--- config.mk ---
export PLATFORM = sky130hd
export DESIGN_NAME = reg_file
export DESIGN_NICKNAME = d
export VERILOG_FILES = /design/src/rtl/mips_pkg.sv /design/src/rtl/reg_file_rd_port.sv /design/src/rtl/reg_file.sv
export SDC_FILE = /design/constraint.sdc
export NUM_CORES = 2
export LEC_CHECK = 0
export CORE_MARGIN = 3
export CORE_UTILIZATION = 60
export DETAILED_ROUTE_END_ITERATION = 10
export PLACE_DENSITY = 0.77
export SETUP_SLACK_MARGIN = 0.15
export SLEW_MARGIN = 20
export SYNTH_ARGS = -nofsm -noshare
export SYNTH_HDL_FRONTEND = slang
export SYNTH_SLANG_ARGS = --single-unit
--- constraint.sdc ---
create_clock -name clk_i -period 2.3 [get_ports clk_i]
set_clock_uncertainty 0.1 [all_clocks]
set_input_delay 0.345 -clock clk_i [delete_from_list [all_inputs] [get_ports clk_i]]
set_output_delay 0.345 -clock clk_i [all_outputs]
set_load 0.005 [all_outputs]
--- src/rtl/mips_pkg.sv ---
// mips_pkg: shared widths and register-file types for the MIPS datapath.
package mips_pkg;
    localparam int DATA_W   = 32;
    localparam int ADDR_W   = 5;
    localparam int NUM_REGS = 2 ** ADDR_W;
    typedef logic [DATA_W-1:0] word_t;
    typedef logic [ADDR_W-1:0] reg_addr_t;
    localparam reg_addr_t REG_ZERO = '0;
endpackage

--- src/rtl/reg_file_rd_port.sv ---
// reg_file_rd_port: one asynchronous read port with $zero masking.
// With REG_FILE_BYPASS_EN defined, a same-cycle write to the read address is forwarded.
module reg_file_rd_port
    import mips_pkg::*;
(
    input  reg_addr_t addr_i,
    input  word_t     rdata_i,
`ifdef REG_FILE_BYPASS_EN
    input  logic      we_i,
    input  reg_addr_t waddr_i,
    input  word_t     wdata_i,
`endif
    output word_t     rd_o
);
`ifdef REG_FILE_BYPASS_EN
    logic hit;
    assign hit  = we_i && (waddr_i != REG_ZERO) && (waddr_i == addr_i);
    assign rd_o = (addr_i == REG_ZERO) ? '0 : hit ? wdata_i : rdata_i;
`else
    assign rd_o = (addr_i == REG_ZERO) ? '0 : rdata_i;
`endif
endmodule

--- src/rtl/reg_file.sv ---
// reg_file: MIPS 3-port register file, two async reads and one sync write; $zero reads 0.
// Optional write-through forwarding is enabled by defining REG_FILE_BYPASS_EN.
module reg_file
    import mips_pkg::*;
(
    input  logic      clk_i,
    input  logic      rst_n_i,
    input  reg_addr_t addr1_i,
    input  reg_addr_t addr2_i,
    input  reg_addr_t addr3_i,
    input  logic      we3_en_i,
    input  word_t     wd3_i,
    output word_t     rd1_o,
    output word_t     rd2_o
);
    word_t regs_q [NUM_REGS];
    word_t regs_d [NUM_REGS];

    always_comb begin
        regs_d = regs_q;
        if (we3_en_i && addr3_i != REG_ZERO) regs_d[addr3_i] = wd3_i;
    end

    always_ff @(posedge clk_i or negedge rst_n_i) begin
        if (!rst_n_i) regs_q <= '{default: '0};
        else          regs_q <= regs_d;
    end

    reg_file_rd_port u_rd1 (
        .addr_i  (addr1_i),
        .rdata_i (regs_q[addr1_i]),
`ifdef REG_FILE_BYPASS_EN
        .we_i    (we3_en_i),
        .waddr_i (addr3_i),
        .wdata_i (wd3_i),
`endif
        .rd_o    (rd1_o)
    );

    reg_file_rd_port u_rd2 (
        .addr_i  (addr2_i),
        .rdata_i (regs_q[addr2_i]),
`ifdef REG_FILE_BYPASS_EN
        .we_i    (we3_en_i),
        .waddr_i (addr3_i),
        .wdata_i (wd3_i),
`endif
        .rd_o    (rd2_o)
    );
endmodule

==> impl_metrics.csv <==
group,metric,value,unit
status,outcome,"finished with violations",
timing,maxSlewViolCount,0,
clock_tree,clk_path_buf_depth,3,
setup_path,cp-end-kind,"output pin",
logic_synthesis,yosysWarnings,0,
logic_synthesis,ys.flop_type,"dfrtp_1",
min_path,hold_class,"input port to asynchronous set/reset pin",
detailed_routing,vias_per_cell,7.37,
logic_synthesis,synth.most_common_cell,"mux2_2",
detailed_routing,dr.pass1.iters,7,
clock_tree,cts_tree,"done",
timing,period_needed,2.92,ns
logic_synthesis,avgSynthCellArea,15.0,um2
global_routing,busiest_layer,"met2",
logic_synthesis,synth_edf_count,0,
setup_path,worstSetupPathType,"register to output pin",
setup_path,worst_path_max_delay_cell,"mux4_2",
logic_synthesis,ys_ff_latch,1024,
logic_synthesis,ys_top_cells_by_count,"mux2_2 (1,035), dfrtp_1 (1,024), mux4_2 (448)",
pwr,total_power,0.0555,W
detailed_routing,drt_iter0_drc,4897,
global_routing,use_met2,0.598,
logic_synthesis,syn_nets,3671,
floorplan,start_util,0.610,
logic_synthesis,synth.top_cell.area_share,0.472,
detailed_routing,totalWireLength,191,mm
global_routing,use_met3,0.130,
final_layout,reg.largest.list,"regs_q: 1024 flops",
detailed_routing,antenna_left,0,
detailed_routing,vias,39417,
logic_synthesis,synthTopCellsByArea,"dfrtp_1 (47%), mux2_2 (21%), mux4_2 (19%)",
timing,finalHoldViolations,0,
logic_synthesis,yosys.cell_types.count,34,
logic_synthesis,synthCells,3621,
timing,setup_ws,-0.619,ns
final_layout,largest-register,"regs_q",
global_routing,grt_max_degree,73,
setup_path,crit_fanout,3,
global_routing,grt_pass1_wl,279,mm
setup_path,startpoint_type,"register",
global_routing,antenna_found_initial,2,
detailed_routing,drc,0,
timing,worstMarginPinSlew,0.862,ns
flow_run,maxCapViolations,0,
floorplan,coreArea,0.0891,mm2
placed_design,port_buffers,113,
pwr,ir_worst_vdd,566,uV
timing,rsz0062_at_grt,"yes",
placed_design,hpwl,121,mm
clock_tree,clockRootBuffer,"clkbuf_16",
clock_tree,htreeDepth,3,
final_layout,fillers,4972,
global_routing,gr-usage-all-layers,0.405,
timing,max_slew_margin,0.425,
final_layout,syn_to_final_growth,23.8,%
setup_path,worst_ep_arrival_time,2.47,ns
global_routing,grt_use_met1,0.533,
placed_design,gp_congestion,0.952,
clock_tree,clk_pin_slew,0.07,ns
pwr,p_per_area,826,mW/mm2
logic_synthesis,synth_top_area_cell,"dfrtp_1",
floorplan,row_count,109,
logic_synthesis,synthArstFlopShare,1.00,
final_layout,drive_gt1_frac,0.639,
timing,finalSetupViolations,64,
clock_tree,clock-sinks,1024,
setup_path,path_cells,"mux4_2, o21ai_0, a311oi_2, buf_2",
final_layout,largest_register_ffs,1024,
detailed_routing,wl_per_cell,35.7,um
floorplan,die_w,307,um
floorplan,die-area,0.0942,mm2
global_routing,grt_pass1_vias,41550,
floorplan,pin_count,114,
clock_tree,clock_latency,0.68,ns
timing,max_clock_freq,343,MHz
setup_path,crit_required,1.86,ns
final_layout,utilization,0.755,
pwr,power_leakage,29.5,nW
logic_synthesis,seq_area_frac_synth,0.472,
global_routing,grt_remaining_overflow,0,
status,violations,"negative setup slack",
floorplan,die_y,307,um
clock_tree,cts_buffers,110,
logic_synthesis,syn-cell-area,0.0543,mm2
setup_path,max_stage_delay,0.47,ns
final_layout,finalNetCount,4141,
timing,post-route-period-util,1.27,
[path summary, 6_finish.rpt]
path                                           from                        to  slack (ns)  cells past startpoint
setup / recovery            regs_q[275]$_DFFE_PN0P_                 rd2_o[19]       -0.62                      4
hold / removal                              rst_n_i   regs_q[721]$_DFFE_PN0P_        0.07                      2
setup reg to reg            regs_q[810]$_DFFE_PN0P_   regs_q[810]$_DFFE_PN0P_        0.97                      5
hold reg to reg            regs_q[1021]$_DFFE_PN0P_  regs_q[1021]$_DFFE_PN0P_        0.30                      0
max in group asynchronous                   rst_n_i   regs_q[861]$_DFFE_PN0P_        1.03                      4
min in group clk_i         regs_q[1021]$_DFFE_PN0P_  regs_q[1021]$_DFFE_PN0P_        0.30                      0
[metal layers]
layer / up-vias / wire length [um] / part of all wire
met3: 739 / 23400 / 0.12
met1: 20848 / 68900 / 0.36
met4: 2 / 12600 / 0.066
li1: 14991 / - / -
met5: - / 9 / 0.000047
met2: 2837 / 85700 / 0.45
[final cells by class]
cell class,instances,area (um2),share of cell area
Antenna cell,1,2.50,0.0000372
Clock buffer,161,3310,0.0491
Clock inverter,39,367,0.00545
Inverter,2,10.0,0.000149
Multi-Input combinational cell,2162,28500,0.423
Sequential cell,1024,25600,0.381
Tap cell,1165,1460,0.0217
Timing Repair Buffer,791,8040,0.120
[cells in the final DEF (no fill, tap or decap), types with 16 or more instances in the layout]
cell | netlist | routed
nor2b_1 | 70 | 57
buf_12 | 0 | 143
o21ai_4 | 0 | 19
clkinv_2 | 0 | 19
a311oi_2 | 0 | 42
o21ai_2 | 0 | 42
o21ai_1 | 0 | 23
a211oi_2 | 0 | 51
a22oi_1 | 64 | 56
nand2_1 | 47 | 36
clkbuf_16 | 0 | 112
a221oi_1 | 47 | 30
clkbuf_1 | 231 | 16
a311oi_1 | 64 | 16
a221oi_2 | 0 | 17
buf_4 | 36 | 508
mux2_4 | 0 | 47
buf_2 | 123 | 39
clkbuf_8 | 0 | 34
mux2_2 | 1035 | 988
mux2_1 | 21 | 21
mux4_2 | 448 | 448
clkdlybuf4s50_1 | 0 | 38
dfrtp_1 | 1024 | 1024
buf_6 | 2 | 54
o21ai_0 | 111 | 27
mux2i_1 | 128 | 123
[power by group]
| group | switching (W) | internal, W | total [W] |
|---|---|---|---|
| logic | 0.00531 | 0.00798 | 0.0133 |
| clock network | 0.00758 | 0.0105 | 0.0181 |
| registers | 0.00276 | 0.0214 | 0.0242 |
| total | 0.0157 | 0.0399 | 0.0555 |
[what timing repair did]
action,in CTS,in global routing
gates resized for setup,620,75
endpoints found under the hold margin,334,0
pin swaps,107,67
setup endpoints to repair,64,64
gates cloned,1,1
hold buffers,1,0
buffers inserted,46,19
[kinds of logic after synthesis]
| kind of cell | after synthesis | synth area share |
|---|---|---|
| buffers and inverters | 435 | 0.0358 |
| and+or+nand+nor | 163 | 0.0160 |
| muxes | 1632 | 0.428 |
| AOI/OAI and AO/OA | 367 | 0.0485 |
| DFF | 1024 | 0.472 |
[worst max-delay path: cells and delay by family (launching register included)]
family | cells | cell delay (ns)
AOI/OAI and AO/OA | 2 | 0.71
DFF | 1 | 0.40
muxes | 1 | 0.47
buffers and inverters | 1 | 0.20
[metrics by stage]
| step | hold slack [ns] | instance area [um2] | setup WS [ns] | TNS, ns | instances |
|---|---|---|---|---|---|
| floorplan | -0.0506 | 54300 | 0.153 | 0 | 3621 |
| global placement | 0.203 | 61600 | -1.24 | -195.09 | 5076 |
| detailed placement | 0.201 | 61600 | -1.19 | -242.11 | 5076 |
| CTS | 0.0766 | 66700 | -0.627 | -31.62 | 5324 |
| global route | 0.105 | 67300 | -0.639 | -34.04 | 5344 |
| finish | 0.0744 | 67300 | -0.619 | -31.55 | 5345 |
Note: power is estimated with default switching activity, not from simulation.
